===== src/rtl/piso_scan_pkg.sv =====
// Shared types and sizing helpers for the PISO scan controller.
package piso_scan_pkg;

    typedef enum logic [1:0] {
        ST_IDLE,
        ST_LOAD,
        ST_SHIFT_LO,
        ST_SHIFT_HI
    } state_t;

    // Wide enough for CLK_DIV up to 255
    localparam int DIV_W = 8;

    function automatic int cnt_w(input int nbits);
        return $clog2(nbits + 1);
    endfunction

endpackage


===== src/rtl/piso_scan_ctrl_if.sv =====
// Control, capture handshake and shift-register chain pins of the scan controller.
// slave = controller side, master = consumer/chain side.
interface piso_scan_ctrl_if #(parameter int NBITS = 8);
    logic             start;
    logic             cont;
    logic             busy;
    logic [NBITS-1:0] data_out;
    logic             data_valid;
    logic             data_ready;
    logic             overrun;
    logic             sr_shld;
    logic             sr_clk;
    logic             sr_clk_inh;
    logic             sr_qh;

    modport slave (
        input  start, cont, data_ready, sr_qh,
        output busy, data_out, data_valid, overrun, sr_shld, sr_clk, sr_clk_inh
    );

    modport master (
        output start, cont, data_ready, sr_qh,
        input  busy, data_out, data_valid, overrun, sr_shld, sr_clk, sr_clk_inh
    );
endinterface


===== src/rtl/piso_tick_gen.sv =====
// Per-state cycle counter: tick_end strobes combinationally on the CLK_DIV-th cycle of a state.
// No backpressure; held at zero while restart is high so the next state starts a full period.
module piso_tick_gen
    import piso_scan_pkg::*;
#(
    parameter int CLK_DIV = 4
) (
    input  logic clk,
    input  logic rst_n,
    input  logic restart,
    output logic tick_end
);
    localparam logic [DIV_W-1:0] LAST = DIV_W'(CLK_DIV - 1);

    logic [DIV_W-1:0] cnt;

    always_ff @(posedge clk or negedge rst_n) begin
        if (!rst_n) begin
            cnt <= '0;
        end else if (restart || cnt == LAST) begin
            cnt <= '0;
        end else begin
            cnt <= cnt + DIV_W'(1);
        end
    end

    assign tick_end = !restart && (cnt == LAST);
endmodule


===== src/rtl/piso_scan_ctrl.sv =====
// Scans a chain of 74LS165-style PISO registers into data_out; a scan takes 2*NBITS*CLK_DIV cycles.
// Valid/ready output; an unaccepted word is overwritten on the next transfer and flagged by overrun.
module piso_scan_ctrl
    import piso_scan_pkg::*;
#(
    parameter int N_DEV   = 1,
    parameter int CLK_DIV = 4
) (
    input logic            clk,
    input logic            rst_n,
    piso_scan_ctrl_if.slave bus
);
    localparam int NBITS = 8 * N_DEV;
    localparam int CW    = cnt_w(NBITS);

    state_t           state;
    logic [CW-1:0]    bit_cnt;
    logic [NBITS-2:0] cap;
    logic [1:0]       sync;
    logic             tick_end;

    logic             busy_r, dv_r, ovr_r, shld_r, sclk_r, inh_r;
    logic [NBITS-1:0] dout_r;

    piso_tick_gen #(.CLK_DIV(CLK_DIV)) u_tick (
        .clk      (clk),
        .rst_n    (rst_n),
        .restart  (state == ST_IDLE),
        .tick_end (tick_end)
    );

    // Chain pins are registered alongside the state so they never glitch.
    always_ff @(posedge clk or negedge rst_n) begin
        if (!rst_n) begin
            state   <= ST_IDLE;
            bit_cnt <= '0;
            cap     <= '0;
            sync    <= '0;
            busy_r  <= 1'b0;
            dv_r    <= 1'b0;
            ovr_r   <= 1'b0;
            dout_r  <= '0;
            shld_r  <= 1'b1;
            sclk_r  <= 1'b0;
            inh_r   <= 1'b1;
        end else begin
            sync  <= {sync[0], bus.sr_qh};
            ovr_r <= 1'b0;
            if (dv_r && bus.data_ready) dv_r <= 1'b0;

            case (state)
                ST_IDLE: begin
                    if (bus.start || bus.cont) begin
                        state  <= ST_LOAD;
                        busy_r <= 1'b1;
                        shld_r <= 1'b0;
                    end
                end
                ST_LOAD: begin
                    bit_cnt <= '0;
                    if (tick_end) begin
                        state  <= ST_SHIFT_LO;
                        shld_r <= 1'b1;
                        inh_r  <= 1'b0;
                    end
                end
                ST_SHIFT_LO: begin
                    if (tick_end) begin
                        cap     <= {cap[NBITS-3:0], sync[1]};
                        bit_cnt <= bit_cnt + CW'(1);
                        if (bit_cnt == CW'(NBITS - 1)) begin
                            // Transfer wins over a same-cycle accept
                            state  <= ST_IDLE;
                            busy_r <= 1'b0;
                            inh_r  <= 1'b1;
                            dout_r <= {cap, sync[1]};
                            dv_r   <= 1'b1;
                            ovr_r  <= dv_r && !bus.data_ready;
                        end else begin
                            state  <= ST_SHIFT_HI;
                            sclk_r <= 1'b1;
                        end
                    end
                end
                ST_SHIFT_HI: begin
                    if (tick_end) begin
                        state  <= ST_SHIFT_LO;
                        sclk_r <= 1'b0;
                    end
                end
                default: state <= ST_IDLE;
            endcase
        end
    end

    assign bus.busy       = busy_r;
    assign bus.data_out   = dout_r;
    assign bus.data_valid = dv_r;
    assign bus.overrun    = ovr_r;
    assign bus.sr_shld    = shld_r;
    assign bus.sr_clk     = sclk_r;
    assign bus.sr_clk_inh = inh_r;
endmodule


===== src/flat_wrapper.sv =====
// flat-port wrapper written by rule: the top's interface ports become plain ports
module piso_scan_ctrl_flat import piso_scan_pkg::*;
#(
    parameter int N_DEV   = 1,
    parameter int CLK_DIV = 4
)
  (clk, rst_n, bus_start, bus_cont, bus_data_ready, bus_sr_qh, bus_busy, bus_data_out, bus_data_valid, bus_overrun, bus_sr_shld, bus_sr_clk, bus_sr_clk_inh);
  piso_scan_ctrl_if #(.NBITS(8)) bus_i ();
  input logic clk;
  input logic rst_n;
  input wire logic [$bits(bus_i.start)-1:0] bus_start;
  input wire logic [$bits(bus_i.cont)-1:0] bus_cont;
  input wire logic [$bits(bus_i.data_ready)-1:0] bus_data_ready;
  input wire logic [$bits(bus_i.sr_qh)-1:0] bus_sr_qh;
  output wire logic [$bits(bus_i.busy)-1:0] bus_busy;
  output wire logic [$bits(bus_i.data_out)-1:0] bus_data_out;
  output wire logic [$bits(bus_i.data_valid)-1:0] bus_data_valid;
  output wire logic [$bits(bus_i.overrun)-1:0] bus_overrun;
  output wire logic [$bits(bus_i.sr_shld)-1:0] bus_sr_shld;
  output wire logic [$bits(bus_i.sr_clk)-1:0] bus_sr_clk;
  output wire logic [$bits(bus_i.sr_clk_inh)-1:0] bus_sr_clk_inh;
  assign bus_i.start = bus_start;
  assign bus_i.cont = bus_cont;
  assign bus_i.data_ready = bus_data_ready;
  assign bus_i.sr_qh = bus_sr_qh;
  assign bus_busy = bus_i.busy;
  assign bus_data_out = bus_i.data_out;
  assign bus_data_valid = bus_i.data_valid;
  assign bus_overrun = bus_i.overrun;
  assign bus_sr_shld = bus_i.sr_shld;
  assign bus_sr_clk = bus_i.sr_clk;
  assign bus_sr_clk_inh = bus_i.sr_clk_inh;
  piso_scan_ctrl #(.N_DEV(N_DEV), .CLK_DIV(CLK_DIV)) u_core (.clk(clk), .rst_n(rst_n), .bus(bus_i));
endmodule

===== config.mk =====
export PLATFORM = sky130hd
export DESIGN_NAME = piso_scan_ctrl_flat
export DESIGN_NICKNAME = d
export VERILOG_FILES = /design/src/rtl/piso_scan_pkg.sv /design/src/rtl/piso_scan_ctrl_if.sv /design/src/rtl/piso_tick_gen.sv /design/src/rtl/piso_scan_ctrl.sv /design/src/flat_wrapper.sv
export SDC_FILE = /design/constraint.sdc
export NUM_CORES = 1
export LEC_CHECK = 0
export CELL_PAD_IN_SITES_DETAIL_PLACEMENT = 1
export CELL_PAD_IN_SITES_GLOBAL_PLACEMENT = 1
export CORE_MARGIN = 4
export CORE_UTILIZATION = 44
export CTS_CLUSTER_SIZE = 24
export DETAILED_ROUTE_END_ITERATION = 8
export PLACE_DENSITY = 0.82
export REMOVE_ABC_BUFFERS = 1
export SYNTH_ARGS = -nofsm -noshare
export SYNTH_HDL_FRONTEND = slang
export SYNTH_SLANG_ARGS = --single-unit

===== constraint.sdc =====
create_clock -name clk -period 2.8 [get_ports clk]
set_clock_uncertainty 0.15 [all_clocks]
set_input_delay 0.7 -clock clk [delete_from_list [all_inputs] [get_ports clk]]
set_output_delay 0.7 -clock clk [all_outputs]
set_load 0.03 [all_outputs]

# Yosys cells after proc, flatten, opt, wreduce, memory -nomap -nowiden
# Cells that the tools add are included.
dict set report word_totals {
  ff_bits 37
  input_bits 6
  out_inout_bits 14
}
dict set report classes {
  addsub 2
  n_eq_ne 12
  muxes 29
  n_reduce_logical 21
}
# cell count
set ops {}
lappend ops {{1-bit two-way mux} 17}
lappend ops {{2-bit by 1-bit inequality test with 1-bit output, second input constant} 6}
lappend ops {{4-bit AND reduction} 3}
lappend ops {{3-bit AND reduction} 3}
lappend ops {{8-bit by 1-bit adder with 8-bit output, second input constant} 1}
lappend ops {{8-bit by 2-bit equality test with 1-bit output, second input constant} 1}
lappend ops {{2-bit two-way mux} 4}
lappend ops {{8-bit two-way mux} 1}
lappend ops {{1-bit one-hot mux with 2 select lines} 4}
lappend ops {{4-bit one-hot mux with 2 select lines} 1}
lappend ops {{2-bit nonzero test} 4}
lappend ops {{2-bit one-hot mux with 3 select lines} 1}
lappend ops {{4-bit by 1-bit adder with 4-bit output, second input constant} 1}
lappend ops {{2-bit equality test, second input constant} 2}
lappend ops {{4-bit by 3-bit equality test with 1-bit output, second input constant} 1}
lappend ops {{4-bit two-way mux} 1}
lappend ops {{2-bit AND reduction} 2}
lappend ops {{1-bit logical AND} 3}
lappend ops {{2-bit by 1-bit equality test with 1-bit output, second input constant} 1}
lappend ops {{1-bit logical NOT} 2}
lappend ops {{2-bit logical NOT} 1}
lappend ops {{1-bit logical OR} 2}
lappend ops {{2-bit inequality test, second input constant} 1}
lappend ops {{2-bit OR reduction} 1}

# Logic depth before layout (Yosys ltp)
# Gate-level depths: netlist of run 1.
dict set report logic_depth {
  depth_word 5
  ltp_mapped 5
  ltp_nobuf 4
}

# Cells and area by module
# Synthesis of run 1 repeated with hierarchy kept, for this count alone.
dict set report hier_totals {
  hier_cells 138
  area_unflattened_um2 1641.6
}
# module instances cells_each area_per_inst_um2 seq_area_each_um2
set by_module_without_submodules {}
lappend by_module_without_submodules {piso_scan_ctrl 1 99 1260.0 728.2}
lappend by_module_without_submodules {piso_tick_gen 1 39 381.6 200.2}

# Worst setup path before layout of run 1
# Ideal clock, no wire load.
dict set report synth_timing {
  kind {reg-to-reg}
  startpoint {register u_core.u_tick.cnt[0]}
  endpoint {register u_core.dout_r[0], in the netlist u_core.bus.data_out[0]}
  setup_time_ps 125
  arrival_time_ps 2056
  required_time_ps 2525
  slack_ps 469
  stages_incl_launch_ff 6
  period_less_slack_ps 2331
  cell_sequence {dfrtp_1 ha_1 or4b_4 or4_4 buf_6 mux2_4}
}
dict set report synth_between {
  elab_chain_cells 3
}
# item line_no
set synth_rtl {}
lappend synth_rtl {{start: declaration} piso_tick_gen.sv:15} ;# logic [DIV_W-1:0] cnt;
lappend synth_rtl {{start signal: assignment} piso_tick_gen.sv:23} ;# cnt <= cnt + DIV_W'(1);
lappend synth_rtl {{8-bit by 2-bit equality test with 1-bit output} piso_tick_gen.sv:27} ;# assign tick_end = !restart && (cnt == LAST);
lappend synth_rtl {{1-bit logical AND} piso_tick_gen.sv:27}
lappend synth_rtl {{3-bit AND reduction (no source line)} -}
lappend synth_rtl {{end signal: assignment} piso_scan_ctrl.sv:76} ;# dout_r <= {cap, sync[1]};
lappend synth_rtl {{end: declaration} piso_scan_ctrl.sv:23} ;# logic [NBITS-1:0] dout_r;
# No other way between the ends.
# A chain may end at the register's enable or synchronous reset.

# Worst setup path in the final report of run 1
# Same ends and word-level chain as after synthesis.

==> metrics.md, run 1 <==
| Metric | Value |
|---|---|
| Die width | `69.5 µm` |
| Max capacitance violation total | `0` |
| Slowest cell on crit path | `or4_4` |
| Internal power | `between 0.001 and 0.0015 W` |
| Clock Pin Slew Worst Setup and Hold Paths | `around 0.070 ns` |
| Fmax | `approximately 0.40 GHz` |
| Clk pwr share | `0.280` |
| Max Root-Sink Buffers | `2` |
| CTS Hold Bufs | `0` |
| TritonCTS clock tree | `built` |
| Final worst-path cycle share | `0.902` |
| CTS Buf Count | `5` |
| Critical Path Start Type | `register` |
| Most frequent cells in the layout | `35 x dfrtp_1, 19 x clkdlybuf4s50_1, 8 x nand3_1, 8 x nor2_1, 8 x mux2_2` |
| Pleak | `0.891 nW` |
| Root Driver | `clkbuf_8` |
| CP arrival | `2.56 ns` |
| Post-CTS Setup Repair Bufs | `0` |
| Slew @ Worst Pin | `~0.66 ns` |
| Worst-path cell chain | `ha_1 > or4b_4 > or4_4 > mux2_4` |
| Synth area leader | `dfrtp_1` |
| RD Place Congestion | `between 0.7 and 0.8` |
| DR DRC count | `0` |
| Pwr/cell area | `between 800 and 900 nW/µm²` |
| Switching Fraction | `0.345` |
| Synthesized area | `1660 µm²` |
| Most common cell after layout, fill and taps aside | `dfrtp_1` |
| Crit Path Max Fanout | `12` |
| Worst slack, placed | `roughly 0.27 ns` |
| GRT Util Overall | `0.178` |
| Nets@finish | `about 170` |
| Sequential cell area fraction in the yosys report | `0.558` |
| Final min period | `between 2 and 3 ns` |
| Final HPWL DP | `between 2 and 3 mm` |
| Logic pwr share | `0.259` |
| Async S/R FF share, synth | `1.00` |
| Final Instance Area | `between 1500 and 2000 µm²` |
| WL/cell | `around 18 µm` |
| Synth area leaders | `dfrtp_1 53%, mux2_4 6.3%, mux2_2 5.4%, dfstp_2 3.2%, o311ai_0 2.6%` |
| #FFs+latches synth | `37` |
| Row cnt | `22` |
| Largest net degree at the start of global routing | `38` |
| Synthesized area per cell | `~12 µm²` |
| # diodes | `0` |
| Share of cells above drive strength 1 | `0.185` |
| Sink Count | `37` |
| Crit path largest cell delay | `about 0.67 ns` |
| Avg Vias per Cell | `between 5 and 6` |
| 1st-iter DRT viols | `48` |
| Port Buffers | `19` |
| Gr ovfl total | `0` |
| Setup CP Type | `register to register` |
| Required time of the worst setup path | `approximately 2.8 ns` |
| Synthesis Warnings | `0` |
| Initial antenna violation count | `0` |
| Routed via count | `around 1.2k` |
| Chip height | `between 60 and 70 µm` |
| Post-Synthesis Cells | `about 140` |
| R2R Setup Slk | `0.27 ns` |
| Hold_ws | `0.215 ns` |
| Unrepaired setup endpoints after global routing | `no` |
| Fin. max-slew vios | `0` |
| Switch Pwr | `between 0.0005 and 0.0006 W` |
| Post-Route WL | `around 3.8 mm` |
| Vias in the first global route | `between 1k and 1.5k` |
| Most used DFF post-synth | `dfrtp_1` |
| H-Tree Depth | `2` |
| Initial Util | `0.455` |
| Hold WC Path Type | `register to register` |
| Post-synth top area share | `0.526` |
| Post-CTS Resized | `0` |
| Worst Setup End Kind | `register` |
| Max_slew headroom | `0.558` |
| Clk Latency, worst-skew pair | `slightly below 0.3 ns` |
| Outcome | `finished clean` |
| Total Neg Setup Slack | `0 ns` |
| DRT Pass-1 Iters | `4` |
| Layout area overhead | `20.2%` |
| Netlist cell types | `37` |
| Post-route ant nets | `0` |
| Max VDD drop | `about 0.00047 V` |
| Io pins | `20` |
| Final setup margin | `0.274 ns` |
| Cell area after placement | `between 1500 and 2000 µm²` |
| First-pass GRT wire length | `6.68 mm` |
| Full die area | `about 4800 µm²` |
| Number of flops mapped to enable cells by yosys | `0` |
| Flop pwr share | `0.461` |
| Final Hold Viols | `0` |
| Final setup fails | `0` |
| Core box area | `3660 µm²` |
==> power groups by stage <==
stage	registers (W)	clock network [W]	logic (W)
after floorplan	0.000742	0	0.000274
after global placement	0.000746	0	0.000398
after detailed placement	0.000759	0	0.000423
after CTS	0.000748	0.000467	0.000426
after global routing	0.000766	0.000498	0.000471
final	0.000748	0.000455	0.000421
==> per-layer routing <==
metal	routed length (µm)	vias up	GRT usage
li1	-	551	-
met1	1610	628	0.210
met2	1960	20	0.300
met3	145	5	0.0565
met4	70	0	0.0716
met5	0	-	0
==> final cells by class <==
type,count,area [µm²]
clock buffer,6,72.6
inverter,5,18.8
sequential,37,928
fill,389,1660
tap,48,60.1
timing repair buffer,21,205
clock inverter,2,35.0
multi-input combinational,91,679
==> registers in the layout, indices dropped and copies added (netlist names) <==
signal,cells
u_core.bus.data_out,8
u_core.u_tick.cnt,8
u_core.cap,7
u_core.bit_cnt,4
u_core.state,2
u_core.sync,2
u_core.bus.busy,1
u_core.bus.data_valid,1
u_core.bus.overrun,1
u_core.bus.sr_clk,1
u_core.bus.sr_clk_inh,1
u_core.bus.sr_shld,1
==> synth_stat cells (all sizes together) (3+ instances only) <==
library cell and number:
o21ai 6, nand2 7, or3 4, mux2 15
clkbuf 4, nand3b 3, nor2 8, nor4 3
dfrtp 35, nand3 8, o311ai 5, nand2b 3
a21oi 3, inv 5, nand4 3
==> metrics by stage <==
stage | util | power, W | std cells
finish | 0.546 | 0.00162 | 210
global route | 0.546 | 0.00173 | 210
CTS | 0.546 | 0.00164 | 210
detailed placement | 0.517 | 0.00118 | 202
global placement | 0.517 | 0.00114 | 202
floorplan | - | 0.00102 | 133
==> worst max-delay path, delay by kind of cell, from the launching register on <==
kind / cells / cell delay, ns
mux: 1 / 0.34
flops: 1 / 0.41
simple gates: 2 / 1.25
fa+ha+maj: 1 / 0.26
==> cell families (layout without fill, tap and decap cells) <==
group	count (synthesis)	count (layout)	share of synthesized area
AO/OA/AOI/OAI	23	23	0.0970
multiplexers	15	15	0.117
flip-flops	37	37	0.558
buffers and inverters	11	34	0.0338
XOR/XNOR	3	3	0.0158
AND/OR/NAND/NOR	48	48	0.163
adder cells (fa/ha/maj)	2	2	0.0150
==> worst paths after layout <==
path	from	to	cells after the start
max in group asynchronous	rst_n	u_core.bus.sr_shld	2
min	u_core.sync[0]	u_core.sync[1]	0
max reg2reg	u_core.u_tick.cnt[0]	u_core.bus.data_out[0]	4
max	u_core.u_tick.cnt[0]	u_core.bus.data_out[0]	4
min in group asynchronous	rst_n	u_core.state[0]	2
min reg2reg	u_core.sync[0]	u_core.sync[1]	0
Note: power is estimated with default switching activity, not from simulation.
==> inputs of run 2 (changes only) <==
==> constraint.sdc (replaced) <==
create_clock -name clk -period 2.8 [get_ports clk]
set_clock_uncertainty 0.15 [all_clocks]
set_input_delay 0.56 -clock clk [delete_from_list [all_inputs] [get_ports clk]]
set_output_delay 0.56 -clock clk [all_outputs]
set_load 0.03 [all_outputs]
==> results of run 2 <==
The final DEF is identical to that of run 1. Status: finished clean.
==> inputs of run 3 (changes only) <==
CORE_UTILIZATION = 49   (was 44)
CTS_CLUSTER_SIZE = 12   (was 24)
DONT_BUFFER_PORTS = 1   (was default)
PLACE_DENSITY = 0.8   (was 0.82)
==> metrics.md, run 3 (synthesized netlist as in run 1, its figures left out) <==
| Metric | Value |
|---|---|
| Post-route ant nets | `0 (unchanged)` |
| Die width | `66.3 µm (-4.6%)` |
| Sink Count | `37 (unchanged)` |
| Multi-input logic area | `679 µm² (unchanged)` |
| Final Hold Viols | `0 (unchanged)` |
| Pleak | `0.832 nW (-6.7%)` |
| DRT Pass-1 Iters | `4 (unchanged)` |
| Most common cell after layout, fill and taps aside | `dfrtp_1` |
| Worst-path cell chain | `ha_1 > or4b_4 > or4_4 > mux2_4` |
| Critical Path Start Type | `register` |
| GRT Util Overall | `0.186 (+0.00756)` |
| Routed via count | `1103 (-8.4%)` |
| Post-CTS Resized | `0 (unchanged)` |
| Total Neg Setup Slack | `0 ns (unchanged)` |
| Largest net degree at the start of global routing | `38 (unchanged)` |
| Layout area overhead | `9.47%` |
| Nets@finish | `151 (-11%)` |
| Root Driver | `clkbuf_4` |
| Clk Latency, worst-skew pair | `0.35 ns (+0.06 ns)` |
| TritonCTS clock tree | `built` |
| Worst slack, placed | `0.295 ns (+0.0220 ns)` |
| Vias in the first global route | `1172 (-12%)` |
| DR DRC count | `0 (unchanged)` |
| Max capacitance violation total | `0 (unchanged)` |
| Most frequent cells in the layout | `35 x dfrtp_1, 8 x nand3_1, 8 x nor2_1, 8 x mux2_2` |
| Max Root-Sink Buffers | `2 (unchanged)` |
| Gr ovfl total | `0 (unchanged)` |
| Final setup fails | `0 (unchanged)` |
| Clock Pin Slew Worst Setup and Hold Paths | `0.12 ns (+0.05 ns)` |
| Chip height | `66.3 µm (-4.6%)` |
| WL/cell | `19.2 µm (+6.4%)` |
| Initial Util | `0.528 (+0.0732)` |
| # diodes | `0 (unchanged)` |
| Hold WC Path Type | `input pin to register` |
| Hold wc startpoint | `bus_sr_qh` |
| R2R Path Start | `u_core.u_tick.cnt[0]` |
| Initial antenna violation count | `0 (unchanged)` |
| Outcome | `finished clean` |
| 1st-iter DRT viols | `45 (-6.3%)` |
| Max VDD drop | `0.000362 V (-23%)` |
| CTS Hold Bufs | `2 (+2)` |
| Pwr/cell area | `881 nW/µm² (+8.5%)` |
| Io pins | `20 (unchanged)` |
| Share of cells above drive strength 1 | `0.215 (+0.0301)` |
| Final setup margin | `0.278 ns (+0.00459 ns)` |
| Full die area | `4390 µm² (-9.1%)` |
| First-pass GRT wire length | `6.04 mm (-9.6%)` |
| Fmax | `0.397 GHz (+0.18%)` |
| Avg Vias per Cell | `5.87 (+2.3%)` |
| H-Tree Depth | `2 (unchanged)` |
| Crit Path Max Fanout | `12 (unchanged)` |
| Buf/Inv on CP | `0 (unchanged)` |
| Filler instances | `334 (-14%)` |
| Unrepaired setup endpoints after global routing | `no` |
| Final HPWL DP | `2.38 mm (-9.5%)` |
| Slowest cell on crit path | `or4_4` |
| Required time of the worst setup path | `2.90 ns (+0.07 ns)` |
| CTS Buf Count | `5 (unchanged)` |
| R2R Setup Slk | `0.28 ns (about the same)` |
| Crit. Startpoint | `u_core.u_tick.cnt[0]` |
| Crit path largest cell delay | `0.67 ns (about the same)` |
| Setup CP Type | `register to register` |
| Final worst-path cycle share | `0.901 (-0.00164)` |
| Reg area | `928 µm² (unchanged)` |
| Worst Setup End Kind | `register` |
| Slew @ Worst Pin | `0.671 ns (+0.00704 ns)` |
| Fin. max-slew vios | `0 (unchanged)` |
| Critical path's top delay family | `simple AND/OR/NAND/NOR gates` |
| Final min period | `2.52 ns (-0.00459 ns)` |
| Core box area | `3150 µm² (-14%)` |
| Post-Route WL | `3.60 mm (-4.7%)` |
| Max_slew headroom | `0.553 (-0.00469)` |
| Post-CTS Setup Repair Bufs | `0 (unchanged)` |
| CP arrival | `2.62 ns (+0.06 ns)` |
| Port Buffers | `0 (-19)` |
| RD Place Congestion | `0.807 (+4.8%)` |
| Row cnt | `20 (-9.1%)` |
-- run 3: changes by cell type in the layout (fill, tap and decap cells not counted) --
| cell | before | now |
|---|---|---|
| clkbuf_1 | 1 | 0 |
| bufinv_16 | 1 | 2 |
| clkbuf_8 | 5 | 0 |
| buf_4 | 2 | 1 |
| buf_12 | 0 | 1 |
| clkbuf_4 | 0 | 5 |
| dlygate4sd3_1 | 0 | 1 |
| clkdlybuf4s50_1 | 19 | 0 |
-- run 3: where the power goes --
group | total [W] | leakage, nW | internal [W] | switching [W]
sequential | 0.000772 | 0.480 | 0.000623 | 0.000150
clock | 0.000458 | 0.0552 | 0.000276 | 0.000182
combinational | 0.000375 | 0.297 | 0.000155 | 0.000220
-- run 3: worst paths after layout --
check,to,cells past startpoint
setup / recovery,u_core.bus.data_out[2],4
hold / removal,u_core.sync[0],0
setup reg to reg,u_core.bus.data_out[2],4
hold reg to reg,u_core.sync[1],0
max in group asynchronous,u_core.bus.sr_clk_inh,2
min in group asynchronous,u_core.bus.data_out[6],2
-- run 3: per-layer routing --
layer / global-route usage / up-vias / routed length (µm)
met5: 0 / - / 0
met4: 0.0685 / 0 / 53
met3: 0.0510 / 5 / 130
met2: 0.305 / 21 / 1830
met1: 0.232 / 562 / 1590
li1: - / 515 / -
-- run 3: area by class of cell --
type,instances,area share
Tap cell,44,0.0302
Timing Repair Buffer,3,0.0206
Multi-Input combinational cell,91,0.373
Sequential cell,37,0.510
Clock buffer,5,0.0206
Inverter,5,0.0103
Clock inverter,3,0.0357
-- run 3: metrics by stage --
stage / util / area [µm²] / power [W] / instances / hold slack, ns
6_report: 0.578 / 1820 / 0.00161 / 188 / 0.0793
5_1_grt: 0.578 / 1820 / 0.00171 / 188 / 0.0404
4_1_cts: 0.578 / 1820 / 0.00162 / 188 / 0.0582
3_5_place_dp: 0.536 / 1690 / 0.00113 / 178 / 0.115
3_3_place_gp: 0.536 / 1690 / 0.00110 / 178 / 0.115
2_1_floorplan: - / 1630 / 0.00102 / 133 / 0.114
